$ cat src/rtl/pool_ctrl_pkg.sv
// Shared state encoding, window geometry constants and output-size helpers
// for the pooling BRAM sequencer (pool_bram_ctrl and its address generator).
package pool_ctrl_pkg;

  typedef enum logic [2:0] {
    ST_IDLE  = 3'd0,
    ST_FETCH = 3'd1,
    ST_LAST  = 3'd2,
    ST_WRITE = 3'd3,
    ST_DONE  = 3'd4
  } state_e;

  localparam int unsigned NTAPS = 9;
  localparam int unsigned WIN_W = 72;

  function automatic int unsigned out_dim(input int unsigned img, input int unsigned stride);
    return (img - 3) / stride + 1;
  endfunction

  function automatic int unsigned cnt_width(input int unsigned n);
    return (n <= 1) ? 1 : $clog2(n);
  endfunction

endpackage

$ cat src/rtl/kernalpoolingmax.sv
// Combinational 3x3 absolute-deviation max kernel: the largest |a-b| over the
// horizontally adjacent pixel pairs of each window row (8-bit pixels).
module kernalpoolingmax (
  input  logic [71:0] window_i,
  output logic [7:0]  result_o
);

  logic [7:0] a;
  logic [7:0] b;
  logic [7:0] d;

  always_comb begin
    result_o = '0;
    a        = '0;
    b        = '0;
    d        = '0;
    for (int r = 0; r < 3; r++) begin
      for (int c = 0; c < 2; c++) begin
        a = window_i[(r*3 + c)*8 +: 8];
        b = window_i[(r*3 + c + 1)*8 +: 8];
        d = (a > b) ? (a - b) : (b - a);
        if (d > result_o) result_o = d;
      end
    end
  end

endmodule

$ cat src/rtl/pool_win_addr_gen.sv
// Window/tap counters for the pooling sequencer: produces the registered input
// read address, output write address and the last-tap / last-window flags.
module pool_win_addr_gen
  import pool_ctrl_pkg::*;
#(
  parameter int unsigned IMG_W  = 8,
  parameter int unsigned IMG_H  = 8,
  parameter int unsigned STRIDE = 1,
  parameter int unsigned AW     = 6,
  parameter int unsigned OAW    = 6
) (
  input  logic           clk,
  input  logic           rst_n,
  input  logic           clear_i,
  input  logic           tap_adv_i,
  input  logic           win_adv_i,
  output logic [AW-1:0]  rd_addr_o,
  output logic [OAW-1:0] wr_addr_o,
  output logic           first_tap_o,
  output logic           last_tap_o,
  output logic           last_win_o
);

  localparam int unsigned OUT_W = out_dim(IMG_W, STRIDE);
  localparam int unsigned OUT_H = out_dim(IMG_H, STRIDE);
  localparam int unsigned XW    = cnt_width(OUT_W);
  localparam int unsigned YW    = cnt_width(OUT_H);
  localparam logic [XW-1:0] OX_LAST = XW'(OUT_W - 1);
  localparam logic [YW-1:0] OY_LAST = YW'(OUT_H - 1);
  localparam logic [3:0]    K_LAST  = 4'(NTAPS - 1);

  logic [XW-1:0]  ox_q, ox_d;
  logic [YW-1:0]  oy_q, oy_d;
  logic [3:0]     k_q, k_d;
  logic [AW-1:0]  rd_addr_q, rd_addr_d;
  logic [OAW-1:0] wr_addr_q, wr_addr_d;

  // NOTE: every next-state variable takes its hold value first, so no path
  // through this block can leave one unassigned and infer a latch.
  always_comb begin
    ox_d = ox_q;
    oy_d = oy_q;
    k_d  = k_q;
    if (clear_i) begin
      ox_d = '0;
      oy_d = '0;
      k_d  = '0;
    end else if (win_adv_i) begin
      k_d = '0;
      if (ox_q == OX_LAST) begin
        ox_d = '0;
        oy_d = (oy_q == OY_LAST) ? '0 : oy_q + 1'b1;
      end else begin
        ox_d = ox_q + 1'b1;
      end
    end else if (tap_adv_i && (k_q != K_LAST)) begin
      k_d = k_q + 4'd1;
    end
  end

  // Addresses come from the next counter values so the registered ports line
  // up with the cycle whose counters they describe.
  always_comb begin
    rd_addr_d = AW'((32'(oy_d) * STRIDE + 32'(k_d) / 3) * IMG_W
                    + 32'(ox_d) * STRIDE + 32'(k_d) % 3);
    wr_addr_d = OAW'(32'(oy_d) * OUT_W + 32'(ox_d));
  end

  // NOTE: sequential state uses non-blocking assignments so every flop samples
  // the pre-edge values regardless of block evaluation order.
  always_ff @(posedge clk or negedge rst_n) begin
    if (!rst_n) begin
      ox_q      <= '0;
      oy_q      <= '0;
      k_q       <= '0;
      rd_addr_q <= '0;
      wr_addr_q <= '0;
    end else begin
      ox_q      <= ox_d;
      oy_q      <= oy_d;
      k_q       <= k_d;
      rd_addr_q <= rd_addr_d;
      wr_addr_q <= wr_addr_d;
    end
  end

  assign rd_addr_o   = rd_addr_q;
  assign wr_addr_o   = wr_addr_q;
  assign first_tap_o = (k_q == '0);
  assign last_tap_o  = (k_q == K_LAST);
  assign last_win_o  = (ox_q == OX_LAST) && (oy_q == OY_LAST);

endmodule

$ cat src/rtl/pool_bram_ctrl.sv
// Frame sequencer: scans every 3x3 window from the input BRAM, pools it and
// writes results in raster order. Optional `peak` port via POOL_CTRL_PEAK_EN.
module pool_bram_ctrl
  import pool_ctrl_pkg::*;
#(
  parameter int unsigned DWIDTH = 8,
  parameter int unsigned IMG_W  = 8,
  parameter int unsigned IMG_H  = 8,
  parameter int unsigned STRIDE = 1,
  parameter int unsigned AW     = 6,
  parameter int unsigned OAW    = 6
) (
  input  logic              clk,
  input  logic              rst_n,
  input  logic              start,
  output logic              busy,
  output logic              done,
  output logic              rd_en,
  output logic [AW-1:0]     rd_addr,
  input  logic [DWIDTH-1:0] rd_data,
  output logic              wr_en,
  output logic [OAW-1:0]    wr_addr,
  output logic [DWIDTH-1:0] wr_data
`ifdef POOL_CTRL_PEAK_EN
  ,
  output logic [DWIDTH-1:0] peak
`endif
);

  localparam int unsigned OUT_W = out_dim(IMG_W, STRIDE);
  localparam int unsigned OUT_H = out_dim(IMG_H, STRIDE);
  localparam int unsigned NWIN  = OUT_W * OUT_H;

  if (DWIDTH != 8) begin : g_bad_dwidth
    $error("pool_bram_ctrl: DWIDTH must be 8 to match the pooling kernel");
  end
  if ((IMG_W < 3) || (IMG_H < 3) || (STRIDE == 0)) begin : g_bad_geom
    $error("pool_bram_ctrl: image must be at least 3x3 and STRIDE at least 1");
  end
  if ((2**AW < IMG_W * IMG_H) || (2**OAW < NWIN)) begin : g_bad_aw
    $error("pool_bram_ctrl: AW/OAW too narrow for the image or output frame");
  end

  state_e state_q, state_d;
  logic   start_ok;
  logic   first_tap, last_tap, last_win;
  logic   busy_q, done_q, rd_en_q, wr_en_q;
  logic   capture;
  logic [WIN_W-1:0] window_q;
  logic [7:0]       kern_res;

  assign start_ok = (state_q == ST_IDLE) && start;

  always_comb begin
    state_d = state_q;
    case (state_q)
      ST_IDLE:  if (start) state_d = ST_FETCH;
      ST_FETCH: if (last_tap) state_d = ST_LAST;
      ST_LAST:  state_d = ST_WRITE;
      ST_WRITE: state_d = last_win ? ST_DONE : ST_FETCH;
      ST_DONE:  state_d = ST_IDLE;
      default:  state_d = ST_IDLE;
    endcase
  end

  pool_win_addr_gen #(
    .IMG_W (IMG_W),
    .IMG_H (IMG_H),
    .STRIDE(STRIDE),
    .AW    (AW),
    .OAW   (OAW)
  ) u_addr_gen (
    .clk        (clk),
    .rst_n      (rst_n),
    .clear_i    (start_ok),
    .tap_adv_i  (state_q == ST_FETCH),
    .win_adv_i  (state_q == ST_WRITE),
    .rd_addr_o  (rd_addr),
    .wr_addr_o  (wr_addr),
    .first_tap_o(first_tap),
    .last_tap_o (last_tap),
    .last_win_o (last_win)
  );

  // Read data lags its address by one cycle: tap k-1 lands while tap k is
  // requested, and tap 8 lands in LAST. Shifting in from the top leaves tap 0
  // at bits [7:0] after nine captures.
  assign capture = ((state_q == ST_FETCH) && !first_tap) || (state_q == ST_LAST);

  always_ff @(posedge clk or negedge rst_n) begin
    if (!rst_n) begin
      state_q  <= ST_IDLE;
      busy_q   <= 1'b0;
      done_q   <= 1'b0;
      rd_en_q  <= 1'b0;
      wr_en_q  <= 1'b0;
      // NOTE: the window is a plain register bank rather than a RAM, so it is
      // reset with the control state and the pooled output starts at 0.
      window_q <= '0;
    end else begin
      state_q <= state_d;
      busy_q  <= (state_d != ST_IDLE);
      done_q  <= (state_d == ST_DONE);
      rd_en_q <= (state_d == ST_FETCH);
      wr_en_q <= (state_d == ST_WRITE);
      if (capture) window_q <= {rd_data, window_q[WIN_W-1:DWIDTH]};
    end
  end

  kernalpoolingmax u_kernel (
    .window_i(window_q),
    .result_o(kern_res)
  );

  assign busy    = busy_q;
  assign done    = done_q;
  assign rd_en   = rd_en_q;
  assign wr_en   = wr_en_q;
  assign wr_data = kern_res;

`ifdef POOL_CTRL_PEAK_EN
  logic [DWIDTH-1:0] peak_q;

  always_ff @(posedge clk or negedge rst_n) begin
    if (!rst_n) begin
      peak_q <= '0;
    end else if (start_ok) begin
      peak_q <= '0;
    end else if ((state_q == ST_WRITE) && (kern_res > peak_q)) begin
      peak_q <= kern_res;
    end
  end

  assign peak = peak_q;
`endif

endmodule

$ cat config.mk
export PLATFORM = sky130hd
export DESIGN_NAME = pool_bram_ctrl
export DESIGN_NICKNAME = d
export VERILOG_FILES = /design/src/rtl/pool_ctrl_pkg.sv /design/src/rtl/kernalpoolingmax.sv /design/src/rtl/pool_win_addr_gen.sv /design/src/rtl/pool_bram_ctrl.sv
export SDC_FILE = /design/constraint.sdc
export NUM_CORES = 1
export LEC_CHECK = 0
export CAP_MARGIN = 20
export CORE_MARGIN = 3
export CORE_UTILIZATION = 43
export CTS_BUF_LIST = sky130_fd_sc_hd__clkbuf_4 sky130_fd_sc_hd__clkbuf_8
export DETAILED_ROUTE_END_ITERATION = 6
export MAX_ROUTING_LAYER = met4
export PLACE_DENSITY_LB_ADDON = 0.1
export REMOVE_ABC_BUFFERS = 1
export SYNTH_ARGS = -nofsm -noshare
export SYNTH_HDL_FRONTEND = slang
export SYNTH_SLANG_ARGS = --single-unit
$ cat constraint.sdc
create_clock -name clk -period 14.48 [get_ports clk]
set_input_delay 2.172 -clock clk [delete_from_list [all_inputs] [get_ports clk]]
set_output_delay 2.172 -clock clk [all_outputs]
set_load 0.01 [all_outputs]
==> results.ini <==
[sta]
report.final.slew_viol_count=0
maxSlewHeadroom_pct=37.3
fin_ws_ps=520
setup_viol=0
fin_crit_ps=13960
max_freq_mhz=71.6
min_period_over_period_pct=96.4
final_hold_viol_count=0
finClkSkew_ps=17.6
tightest_slew_ps=941

[synth]
ys_seq_elements=100
netlist_area_mm2=0.0103
netlist-cell-type-count=77
syn_avg_cell_area_um2=8.31
synth_cells=1242
async_reset_ff_share_pct=100
synth_ff_type=dfrtp_1
synth_edf_count=0
yosysWarnings=0
seq_area_frac_synth_pct=24.2

[finish]
drive_above_1_share_pct=9.67
layout_common_cells=ha_1, inv_1, nand2_1
post-route-util_pct=48.7
diodes=0
num-nets-final=1440
fill_cells=2382
final_common_cell=ha_1
final_area_mm2=0.0115
syn_to_final_growth_pct=11.0

[route]
drt_iter0_markers=564
drt-total-wl_mm=27.6
vias=8957
ant_nets=0
wl_per_cell_um=17.3
avgViaCountPerCell=5.63
dr.pass1.iters=5
remaining_drc_errors=0

[floorplanning]
coreArea_mm2=0.0235
die_x_um=161
pin_count=35
die_area_mm2=0.0259
die_h_um=161
core.rowCount=56
start_util_pct=43.8

[worst_hold_path]
hold_path_end=window_q[39]
worst_hold_path.num_cells=2
hold_path.class=reg -> reg
min_from=window_q[47]

[critical_path]
crit_top_cell=ha_1
max_stage_delay_ps=510
cp_slowest_cell=or3b_2
r2r_setup_slack_ps=8440
worstPathMaxFanout=13
worstPathRequired_ps=12310
reg2reg_depth=24
rr_endpoint=u_addr_gen.rd_addr_o[5]
critPathArrivalTime_ps=11790
critPathKind=reg -> out
end_kind=primary output
startpoint_type=flop
rr_startpoint=state_q[0]

[cts]
htreeDepth=3
cts_buffer_depth=2
clock_latency_ps=400
cts.sink_count=100
hold_buffers=0
cts-buffers-inserted=9
cts-root-buf=clkbuf_8
cts_tree=done
clkSlewWorstSetupHoldPaths_ps=100

[placed_design]
hpwl_mm=21.7
gp_congestion=0.905
pre_cts_ws_ps=273
postPlaceCellArea_mm2=0.0110
port_buffers=34

[global_route]
first_global_vias=8775
grt_pass1_wl_mm=45.4
antenna_found_initial=0
grt_max_degree=74
grt_usage_pct=22.1
overflow=0

[outcome]
outcome=completed

[run]
drv_cap=0

layout make-up:
cell class / count / area (um^2) / area share [%]
multi-input combinational: 969 / 7330 / 64.0
inverter: 128 / 480 / 4.19
timing repair buffer: 59 / 532 / 4.64
sequential: 100 / 2500 / 21.8
clock inverter: 4 / 56.3 / 0.491
tap: 319 / 399 / 3.48
clock buffer: 12 / 159 / 1.39
layer usage:
| layer | part of all wire (%) | vias to the layer above | GRT usage, % |
|---|---|---|---|
| li1 | - | 4481 | - |
| met1 | 46 | 4266 | 28.1 |
| met4 | 2.2 | 0 | 5.91 |
| met5 | 0 | - | - |
| met2 | 49 | 166 | 37.6 |
| met3 | 2.7 | 44 | 2.53 |
synthesized netlist by cell type (all sizes together) (24+ instances only):
cell | number | share of area, %
dfrtp | 100 | 24
a21o | 29 | 2.1
xnor2 | 27 | 2.3
mux2i | 30 | 3.0
o21ai | 119 | 5.8
nor2 | 65 | 2.4
nand3 | 26 | 1.3
inv | 128 | 4.7
a21oi | 91 | 4.4
nand2 | 122 | 4.4
clkbuf | 24 | 0.87
ha | 146 | 18
flip-flops by register name, indices dropped and copies added (netlist names), 3 cells and up:
name / cells
state_q: 3
u_addr_gen.k_q: 4
u_addr_gen.ox_q: 3
u_addr_gen.oy_q: 3
u_addr_gen.rd_addr_o: 6
u_addr_gen.wr_addr_o: 5
window_q: 72
how the worst max path moves through the flow:
stage / startpoint / endpoint / slack, ps / depth (start not counted)
6_report: window_q[0] / wr_data[3] / 520 / 50
5_1_grt: window_q[0] / wr_data[3] / -50 / 51
4_1_cts: window_q[8] / wr_data[0] / 9 / 52
3_5_place_dp: window_q[8] / wr_data[0] / 270 / 53
3_3_place_gp: window_q[8] / wr_data[0] / 570 / 52
2_1_floorplan: window_q[8] / wr_data[0] / 560 / 48
kinds of logic (layout without fill, tap and decap cells):
| group | after synthesis | after routing | synth area share (%) |
|---|---|---|---|
| muxes | 50 | 50 | 5.21 |
| buffers and inverters | 173 | 203 | 6.61 |
| DFF | 100 | 100 | 24.2 |
| and+or+nand+nor | 345 | 345 | 16.8 |
| xor gates and xnor gates | 39 | 39 | 3.31 |
| adders and majority gates | 162 | 162 | 20.8 |
| AOI/OAI and AO/OA | 373 | 373 | 23.0 |
metrics by stage:
step	cells	setup TNS, ps	hold slack [ps]
final	1591	0	491
after floorplan	1197	0	450
after global placement	1562	0	456
after global routing	1591	-135	520
after CTS	1578	0	487
after detailed placement	1562	0	465
timing repair:
action | 4_1_cts | 5_1_grt
endpoints found under the setup margin | 8 | 8
setup buffers | 0 | 12
pin swaps | 0 | 8
gates cloned | 0 | 1
resized for setup | 5 | 41
worst max-delay path, delay by kind of cell, from the launching register on:
kind,cells,cell delay (ps)
DFF,1,400
buffers and inverters,6,1110
and+or+nand+nor,17,3770
xor gates and xnor gates,1,310
adders and majority gates,7,2070
muxes,3,940
AOI/OAI and AO/OA,16,2800
Power is left out: the tool's default activity adds up to more than one toggle a clock period on the data nets, which glitch-free logic cannot reach.
